$ cat config.mk
export PLATFORM = sky130hd
export DESIGN_NAME = pool_pingpong_buf
export DESIGN_NICKNAME = d
export VERILOG_FILES = /design/src/rtl/pool_pingpong_buf.sv
export SDC_FILE = /design/constraint.sdc
export NUM_CORES = 1
export LEC_CHECK = 0
export CORE_MARGIN = 3
export CORE_UTILIZATION = 62
export CTS_BUF_LIST = sky130_fd_sc_hd__clkbuf_16
export CTS_CLUSTER_DIAMETER = 40
export DETAILED_ROUTE_END_ITERATION = 16
export PLACE_DENSITY = 0.79
export SYNTH_ARGS = -nofsm -noshare
export SYNTH_HDL_FRONTEND = slang
export SYNTH_SLANG_ARGS = --single-unit
$ cat constraint.sdc
create_clock -name clk -period 2.5 [get_ports clk]
set_input_delay 0.25 -clock clk [delete_from_list [all_inputs] [get_ports clk]]
set_output_delay 0.25 -clock clk [all_outputs]
set_load 0.1 [all_outputs]
$ cat src/rtl/pool_pingpong_buf.sv
// Two-bank ping-pong line buffer feeding a 2x2 pooling stage: one bank fills
// with a two-row stripe while the other is read at random addresses.
module pool_pingpong_buf #(
  parameter int DATA_W = 8,
  parameter int COLS = 16,
  localparam int DEPTH = 2 * COLS,
  localparam int AW = $clog2(DEPTH)
) (
  input  logic              clk,
  input  logic              rst,
  input  logic              flush,
  input  logic              wr_valid,
  output logic              wr_ready,
  input  logic [DATA_W-1:0] d_in,
  input  logic              rd_en,
  input  logic [AW-1:0]     rd_addr,
  input  logic              rd_release,
  output logic [DATA_W-1:0] d_out,
  output logic              rd_bank_valid,
  output logic              wr_bank,
  output logic              rd_bank,
  output logic              rd_err,
  output logic [1:0]        bank_full,
  output logic [AW-1:0]     fill_idx
);

  localparam int LAST_I = DEPTH - 1;
  localparam logic [AW-1:0] LAST_IDX = LAST_I[AW-1:0];

  logic [DATA_W-1:0] mem [2][DEPTH];

  logic [1:0]    full_q, full_d;
  logic [AW-1:0] idx_q, idx_d;
  logic          wb_q, wb_d;
  logic          rb_q, rb_d;
  logic          err_q, err_d;

  logic wr_fire, wr_last, rel_fire, rd_hit, addr_ok;

  // Addresses past the end of a bank only exist when DEPTH is not a power of two.
  if (DEPTH == (1 << AW)) begin : g_pow2
    assign addr_ok = 1'b1;
  end else begin : g_npow2
    localparam logic [AW:0] DEPTH_L = DEPTH[AW:0];
    assign addr_ok = ({1'b0, rd_addr} < DEPTH_L);
  end

  // Write handshake: a pixel moves when wr_valid and wr_ready are both high on
  // a rising edge; wr_ready depends only on registered state, never on wr_valid.
  always_comb begin
    wr_fire  = wr_valid & ~full_q[wb_q] & ~flush;
    wr_last  = wr_fire & (idx_q == LAST_IDX);
    rel_fire = rd_release & full_q[rb_q] & ~flush;
    rd_hit   = rd_en & full_q[rb_q] & ~flush;
  end

  // State register
  always_ff @(posedge clk or negedge rst) begin
    if (!rst) begin
      full_q <= '0;
      idx_q  <= '0;
      wb_q   <= 1'b0;
      rb_q   <= 1'b0;
      err_q  <= 1'b0;
      d_out  <= '0;
    end else begin
      full_q <= full_d;
      idx_q  <= idx_d;
      wb_q   <= wb_d;
      rb_q   <= rb_d;
      err_q  <= err_d;
      if (rd_hit) d_out <= addr_ok ? mem[rb_q][rd_addr] : '0;
    end
  end

  // Next state. A release and a final write never target the same bank:
  // the write bank is empty and the released bank is full.
  always_comb begin
    full_d = full_q;
    idx_d  = idx_q;
    wb_d   = wb_q;
    rb_d   = rb_q;
    err_d  = err_q;
    if (flush) begin
      full_d = '0;
      idx_d  = '0;
      wb_d   = 1'b0;
      rb_d   = 1'b0;
      err_d  = 1'b0;
    end else begin
      if (rel_fire) begin
        full_d[rb_q] = 1'b0;
        rb_d         = ~rb_q;
      end
      if (wr_fire) begin
        if (wr_last) begin
          full_d[wb_q] = 1'b1;
          wb_d         = ~wb_q;
          idx_d        = '0;
        end else begin
          idx_d = idx_q + 1'b1;
        end
      end
      if ((rd_en | rd_release) & ~full_q[rb_q]) err_d = 1'b1;
      if (rd_hit & ~addr_ok) err_d = 1'b1;
    end
  end

  // Outputs
  always_comb begin
    wr_ready      = ~full_q[wb_q];
    rd_bank_valid = full_q[rb_q];
    wr_bank       = wb_q;
    rd_bank       = rb_q;
    rd_err        = err_q;
    bank_full     = full_q;
    fill_idx      = idx_q;
  end

  // Pixel storage carries no reset; a bank is only readable once fully rewritten.
  always_ff @(posedge clk) begin
    if (wr_fire) mem[wb_q][idx_q] <= d_in;
  end

endmodule

==> results_dict.tcl, run 1 <==
set metrics [dict create \
    status "complete, no violations" \
    grt_antenna_before_repair 0 \
    cp.arrival_ps 2810 \
    grt_pass1_wl_mm 72.6 \
    cts_made_buffers 57 \
    power.leakage_nw 8.36 \
    drv.max_cap_violation_count 0 \
    finish.net_count 1271 \
    crit_buf_inv 2 \
    die-height_um 190 \
    firstDrtPassIters 5 \
    ant_nets 0 \
    worst-setup-path-type "flop to flop" \
    r2r-start "rd_bank" \
    number_of_violations_reported_at_the_end_of_detailed_routing_iteration_0 1377 \
    timing.final.max_slew_violations 0 \
    cpLargestDelayFamily "multiplexers" \
    dr_total_vias 11200 \
    timing_hold_violations_final 0 \
    hpwl_mm 30.1 \
    worst_path_largest_cell_delay_ps 540 \
    final_layout_size_suffix_gt1_share_pct 23.6 \
    layout.cells.most_common_list "edfxtp_1, mux2i_1, buf_4, a22oi_1, nor2_1" \
    grt_pass1_vias 11300 \
    number_of_cell_rows 66 \
    holdCritPathClass "primary input to flop" \
    cell_area_power_density_nw_per_um2 776 \
    ios 39 \
    timing.rr.end "d_out[0]" \
    dieArea_um2 36100 \
    layout_commonest_cell "edfxtp_1" \
    synth_area_leaders "edfxtp_1, mux2i_1, mux4_2, a22oi_1, dfrtp_1" \
    area_growth_pct 16.0 \
    synth_top_cell_area_share_pct 73.3 \
    num_antenna_cells 0 \
    overflow 0 \
    synthesis.yosys.warnings 0 \
    vdd_ir_drop_max_mv 0.621 \
    maximum_number_of_pins_on_one_net_before_global_route_repair 65 \
    postRouteWirelength_mm 48.8 \
    worst_r2r_path_depth 7 \
    global_route.usage.total_pct 27.6 \
    cts_post_setup_buffers_inserted 0 \
    number_of_enable_flip_flop_cells_after_synthesis 512 \
    min_to "mem[0][2]" \
    worst-slew-pin-transition_ps 983 \
    synth_ff_type "edfxtp_1" \
    yosysSeqAreaShare_pct 75.5 \
    mean_area_per_synthesized_cell_um2 19.0 \
    required_time_worst_endpoint_ps 2920 \
    totalPowerFinal_mw 18.9 \
    clock_path_buffers 3 \
    cp_slowest_cell "mux4_2" \
    place_congestion 0.886 \
    crit_path_cell_trace "buf_12 > buf_16 > mux4_2 > mux2i_1 > a22oi_1 > a31oi_1 > o21ai_1" \
    min_path_cells 2 \
    timing.reg2reg.setup_slack_ps 110 \
    final-setup-viol-count 0 \
    clock_tree.htree_level_count 2 \
    worst_clock_skew_ps 28.4 \
    numClockSinks 530 \
    tritoncts_clock_tree "built" \
    ctsRootBufferMaster "clkbuf_16" \
    clock_insertion_delay_worst_skew_ps 580 \
    synth.largest_area_cell "edfxtp_1" \
    clock.fmax_mhz 418 \
    async_flop_share_pct 3.40 \
    postSynthNetCount 1129 \
    vias_per_cell 6.42 \
    ys_types 36 \
    hold_path_startpoint "d_in[2]" \
    setup_repair_after_global_routing_missed_its_margin "no" \
    element_type_at_the_critical_path_start "flop" \
    worst_setup_hold_path_clk_slew_ps 60 \
    port_buffer_cells 38 \
    end_kind "flop" \
    drc 0 \
    floorplan_core_area_um2 32900 \
    synthesis.instances 1105 \
    setup_total_negative_slack_ps 0 \
    mapped_area_um2 21000 \
    timing.critical_path.fanout_max 35 \
    relSlewSlack_pct 34.3 \
    layout_min_cycle_time_ps 2390 \
    wire_per_inst_um 28.1 \
    initial_utilization_pct 63.6 \
    chipWidth_um 190 \
    layout_worst_path_cycle_share_pct 95.6 \
    flip_flop_and_latch_count_after_synthesis 530 \
]
[cells in the mapped netlist, drive strengths merged, types with 2 or more instances]
master / number
a31oi: 8
a22oi: 80
buf: 48
mux2i: 161
o21ai: 8
dfrtp: 18
nor3b: 2
nand2b: 2
and2: 3
nor2b: 4
nor2: 80
nand3: 34
or3b: 2
inv: 2
nor3: 2
a41oi: 8
edfxtp: 512
a21oi: 8
nand2: 22
ha: 5
clkbuf: 18
nand3b: 6
mux4: 64
[layer usage]
layer | global-route usage [%] | share of wire [%]
met1 | 37.7 | 37
met2 | 46.0 | 51
met3 | 4.46 | 8.6
met4 | 9.55 | 3.7
met5 | 0 | 0
[how the worst max path moves through the flow]
stage | slack, ps | cells after the start | start | end
floorplan | 20 | 6 | bank_full[0] | fill_idx[3]
global placement | 140 | 6 | wr_valid | mem[0][143]
detailed placement | 70 | 6 | wr_valid | mem[0][141]
CTS | 110 | 7 | rd_bank | d_out[7]
global route | 7 | 7 | rd_bank | d_out[0]
finish | 110 | 7 | rd_bank | d_out[0]
[cell families (layout without fill, tap and decap cells)]
group / count (synthesis) / after routing / synth area share, %
compound gates: 114 / 114 / 3.90
flops: 530 / 530 / 75.5
mux: 226 / 226 / 14.6
fa+ha+maj: 5 / 5 / 0.298
xor+xnor: 1 / 1 / 0.0418
buf+inv: 68 / 257 / 2.15
simple gates: 161 / 161 / 3.49
[report_power, final]
group,switching [mW],internal (mW)
registers,0.00906,9.75
logic,0.510,0.269
clock network,3.46,4.88
total,3.98,14.9
[registers in the layout (all words and copies together), names as in the netlist]
name	cells
bank_full	2
rd_err	1
fill_idx	5
d_out	8
wr_bank	1
mem	512
rd_bank	1
[what timing repair did]
item | CTS | global route
hold buffers | 0 | 0
setup endpoints to repair | 0 | 2
gates resized for setup | 0 | 1
[metrics by stage]
stage | util [%] | instances | hold WS (ps) | area, µm² | setup slack (ps)
after floorplan | - | 1105 | -45.6 | 21000 | 20.6
after detailed placement | 68.0 | 1630 | 502 | 22400 | 66.1
after global placement | 68.0 | 1630 | 491 | 22400 | 137
after global routing | 73.8 | 1736 | 198 | 24300 | 6.68
final | 73.8 | 1736 | 201 | 24300 | 110
after CTS | 73.8 | 1736 | 201 | 24300 | 112
[area by class of cell]
class | count | area, µm²
clock inverters | 48 | 443
clock buffers | 58 | 1450
flip-flops and latches | 530 | 15800
multi-input cells | 507 | 4700
fillers | 1824 | 8630
inverters | 2 | 7.51
well taps | 442 | 553
repair buffers | 149 | 1330
(Power assumes the default switching activity.)
==> inputs of run 2 (changes only) <==
--- a/config.mk
+++ b/config.mk
@@ -11,6 +11,7 @@
 export CTS_CLUSTER_DIAMETER = 40
 export DETAILED_ROUTE_END_ITERATION = 16
 export PLACE_DENSITY = 0.79
+export SETUP_SLACK_MARGIN = 0.4
 export SYNTH_ARGS = -nofsm -noshare
 export SYNTH_HDL_FRONTEND = slang
 export SYNTH_SLANG_ARGS = --single-unit
==> results_dict.tcl, run 2 (synthesis gave the netlist of run 1 again) <==
set metrics [dict create \
    finish.net_count 1269 \
    post-route-cell-area_um2 25100 \
    end_kind "flop" \
    layout_min_cycle_time_ps 2180 \
    setup_total_negative_slack_ps 0 \
    timing_hold_violations_final 0 \
    place_congestion 0.853 \
    clock_path_buffers 3 \
    timing.critical_path.fanout_max 8 \
    drc 0 \
    cp.arrival_ps 2600 \
    finalNonFillerCells 1730 \
    ios 39 \
    clock_tree.htree_level_count 2 \
    hpwl_mm 28.7 \
    floorplan_core_area_um2 32900 \
    totalPowerFinal_mw 19.0 \
    grt_antenna_before_repair 0 \
    overflow 0 \
    maximum_number_of_pins_on_one_net_before_global_route_repair 65 \
    dp.cells 1611 \
    wire_per_inst_um 29.1 \
    num_antenna_cells 0 \
    final-setup-viol-count 0 \
    layout_worst_path_cycle_share_pct 87.1 \
    worst-slew-pin-transition_ps 1000 \
    area_growth_pct 19.8 \
    crit_path_cell_trace "buf_6 > buf_6 > nor2b_4 > buf_6 > clkbuf_16 > a22oi_1 > nand3_1 > a41oi_2 > a31oi_1 > o21ai_1" \
    worst-setup-path-type "flop to flop" \
    chipWidth_um 190 \
    setup_repair_after_global_routing_missed_its_margin "yes" \
    port_buffer_cells 38 \
    numClockSinks 530 \
    holdCritPathClass "primary input to flop" \
    drv.max_cap_violation_count 0 \
    flip_flop_count_of_the_largest_register_after_layout 512 \
    worst_path_largest_cell_delay_ps 510 \
    relSlewSlack_pct 32.9 \
    cp_slowest_cell "dfrtp_4" \
    worst_clock_skew_ps 11.3 \
    vdd_ir_drop_max_mv 0.779 \
    layout.cells.most_common_list "edfxtp_1, mux2i_1, buf_4, mux4_2, clkbuf_16" \
    status "complete, no violations" \
    firstDrtPassIters 5 \
    postRouteWirelength_mm 50.3 \
    ctsRootBufferMaster "clkbuf_16" \
    worst_setup_hold_path_clk_slew_ps 60 \
    layout_commonest_cell "edfxtp_1" \
    grt_pass1_vias 11600 \
    final_layout_size_suffix_gt1_share_pct 31.8 \
    dr_total_vias 11400 \
    number_of_cell_rows 66 \
    die-height_um 190 \
    clock.fmax_mhz 459 \
    timing.critical_path.mode_cell "buf_6" \
    cell_area_power_density_nw_per_um2 756 \
    vias_per_cell 6.58 \
    global_route.usage.total_pct 27.6 \
    ant_nets 0 \
    number_of_violations_reported_at_the_end_of_detailed_routing_iteration_0 1434 \
    timing.final.max_slew_violations 0 \
    clock_insertion_delay_worst_skew_ps 580 \
    required_time_worst_endpoint_ps 2920 \
    tritoncts_clock_tree "built" \
    grt_pass1_wl_mm 73.5 \
    dieArea_um2 36100 \
    element_type_at_the_critical_path_start "flop" \
    initial_utilization_pct 63.6 \
    power.leakage_nw 8.43 \
    top_register_by_number_of_flip_flops "mem" \
    cts_made_buffers 54 \
    place_area_um2 22400 \
]
run 2: changes by cell type in the layout (fill, tap and decap cells not counted), sizes merged:
cell / change
bufinv: +2
clkinv: -4
inv: -5
clkbuf: +4
clkinvlp: +1
buf: -4
run 2: where the power goes:
part           total (mW)  internal (mW)  leakage (nW)  switching (mW)
logic               0.855          0.307          2.65           0.548
clock network        8.37           4.99         0.943            3.37
registers            9.76           9.75          4.84          0.0114
run 2: final timing paths:
| check | startpoint | slack [ps] | to | cells after the start |
|---|---|---|---|---|
| worst max-delay path | rd_bank | 320 | d_out[3] | 10 |
| worst min-delay path | d_in[7] | 180 | mem[1][231] | 1 |
| worst max register to register | rd_bank | 320 | d_out[3] | 10 |
| worst min register to register | rd_err | 510 | rd_err | 2 |
| max in group asynchronous | rst | 1640 | wr_bank | 1 |
| min in group asynchronous | rst | 190 | fill_idx[2] | 1 |
run 2: repair_timing:
action | 4_1_cts | 5_1_grt
hold buffers | 0 | 0
pin swaps | 3 | 40
cloned | 4 | 5
endpoints found under the setup margin | 8 | 17
resized for setup | 22 | 74
setup buffers | 8 | 3
run 2: through the flow:
stage	hold slack (ps)	setup slack, ps	util [%]
2_1_floorplan	-45.6	262	-
3_3_place_gp	487	230	68.0
3_5_place_dp	504	201	68.0
4_1_cts	155	328	74.7
5_1_grt	174	258	76.2
6_report	176	322	76.2
run 2: per-layer routing:
| metal | GRT usage, % | wire length, µm | vias to the layer above |
|---|---|---|---|
| met5 | 0 | 0 | - |
| met3 | 4.68 | 4780 | 135 |
| met1 | 37.7 | 18400 | 5800 |
| li1 | - | - | 4760 |
| met2 | 45.3 | 25200 | 691 |
| met4 | 10.7 | 1880 | 0 |
run 2: layout make-up:
type,instances,area (µm²)
clock buffers,57,1430
clock inverters,42,453
fillers,1655,7830
inverters,2,7.51
multi-input cells,507,5220
flip-flops and latches,530,15800
well taps,442,553
repair buffers,150,1620
run 2: worst max-delay path, delay by kind of cell (launching register included):
family                 cells  cell delay [ps]
AO/OA/AOI/OAI              4              610
buffers and inverters      4              560
flip-flops                 1              510
AND/OR/NAND/NOR            2              330
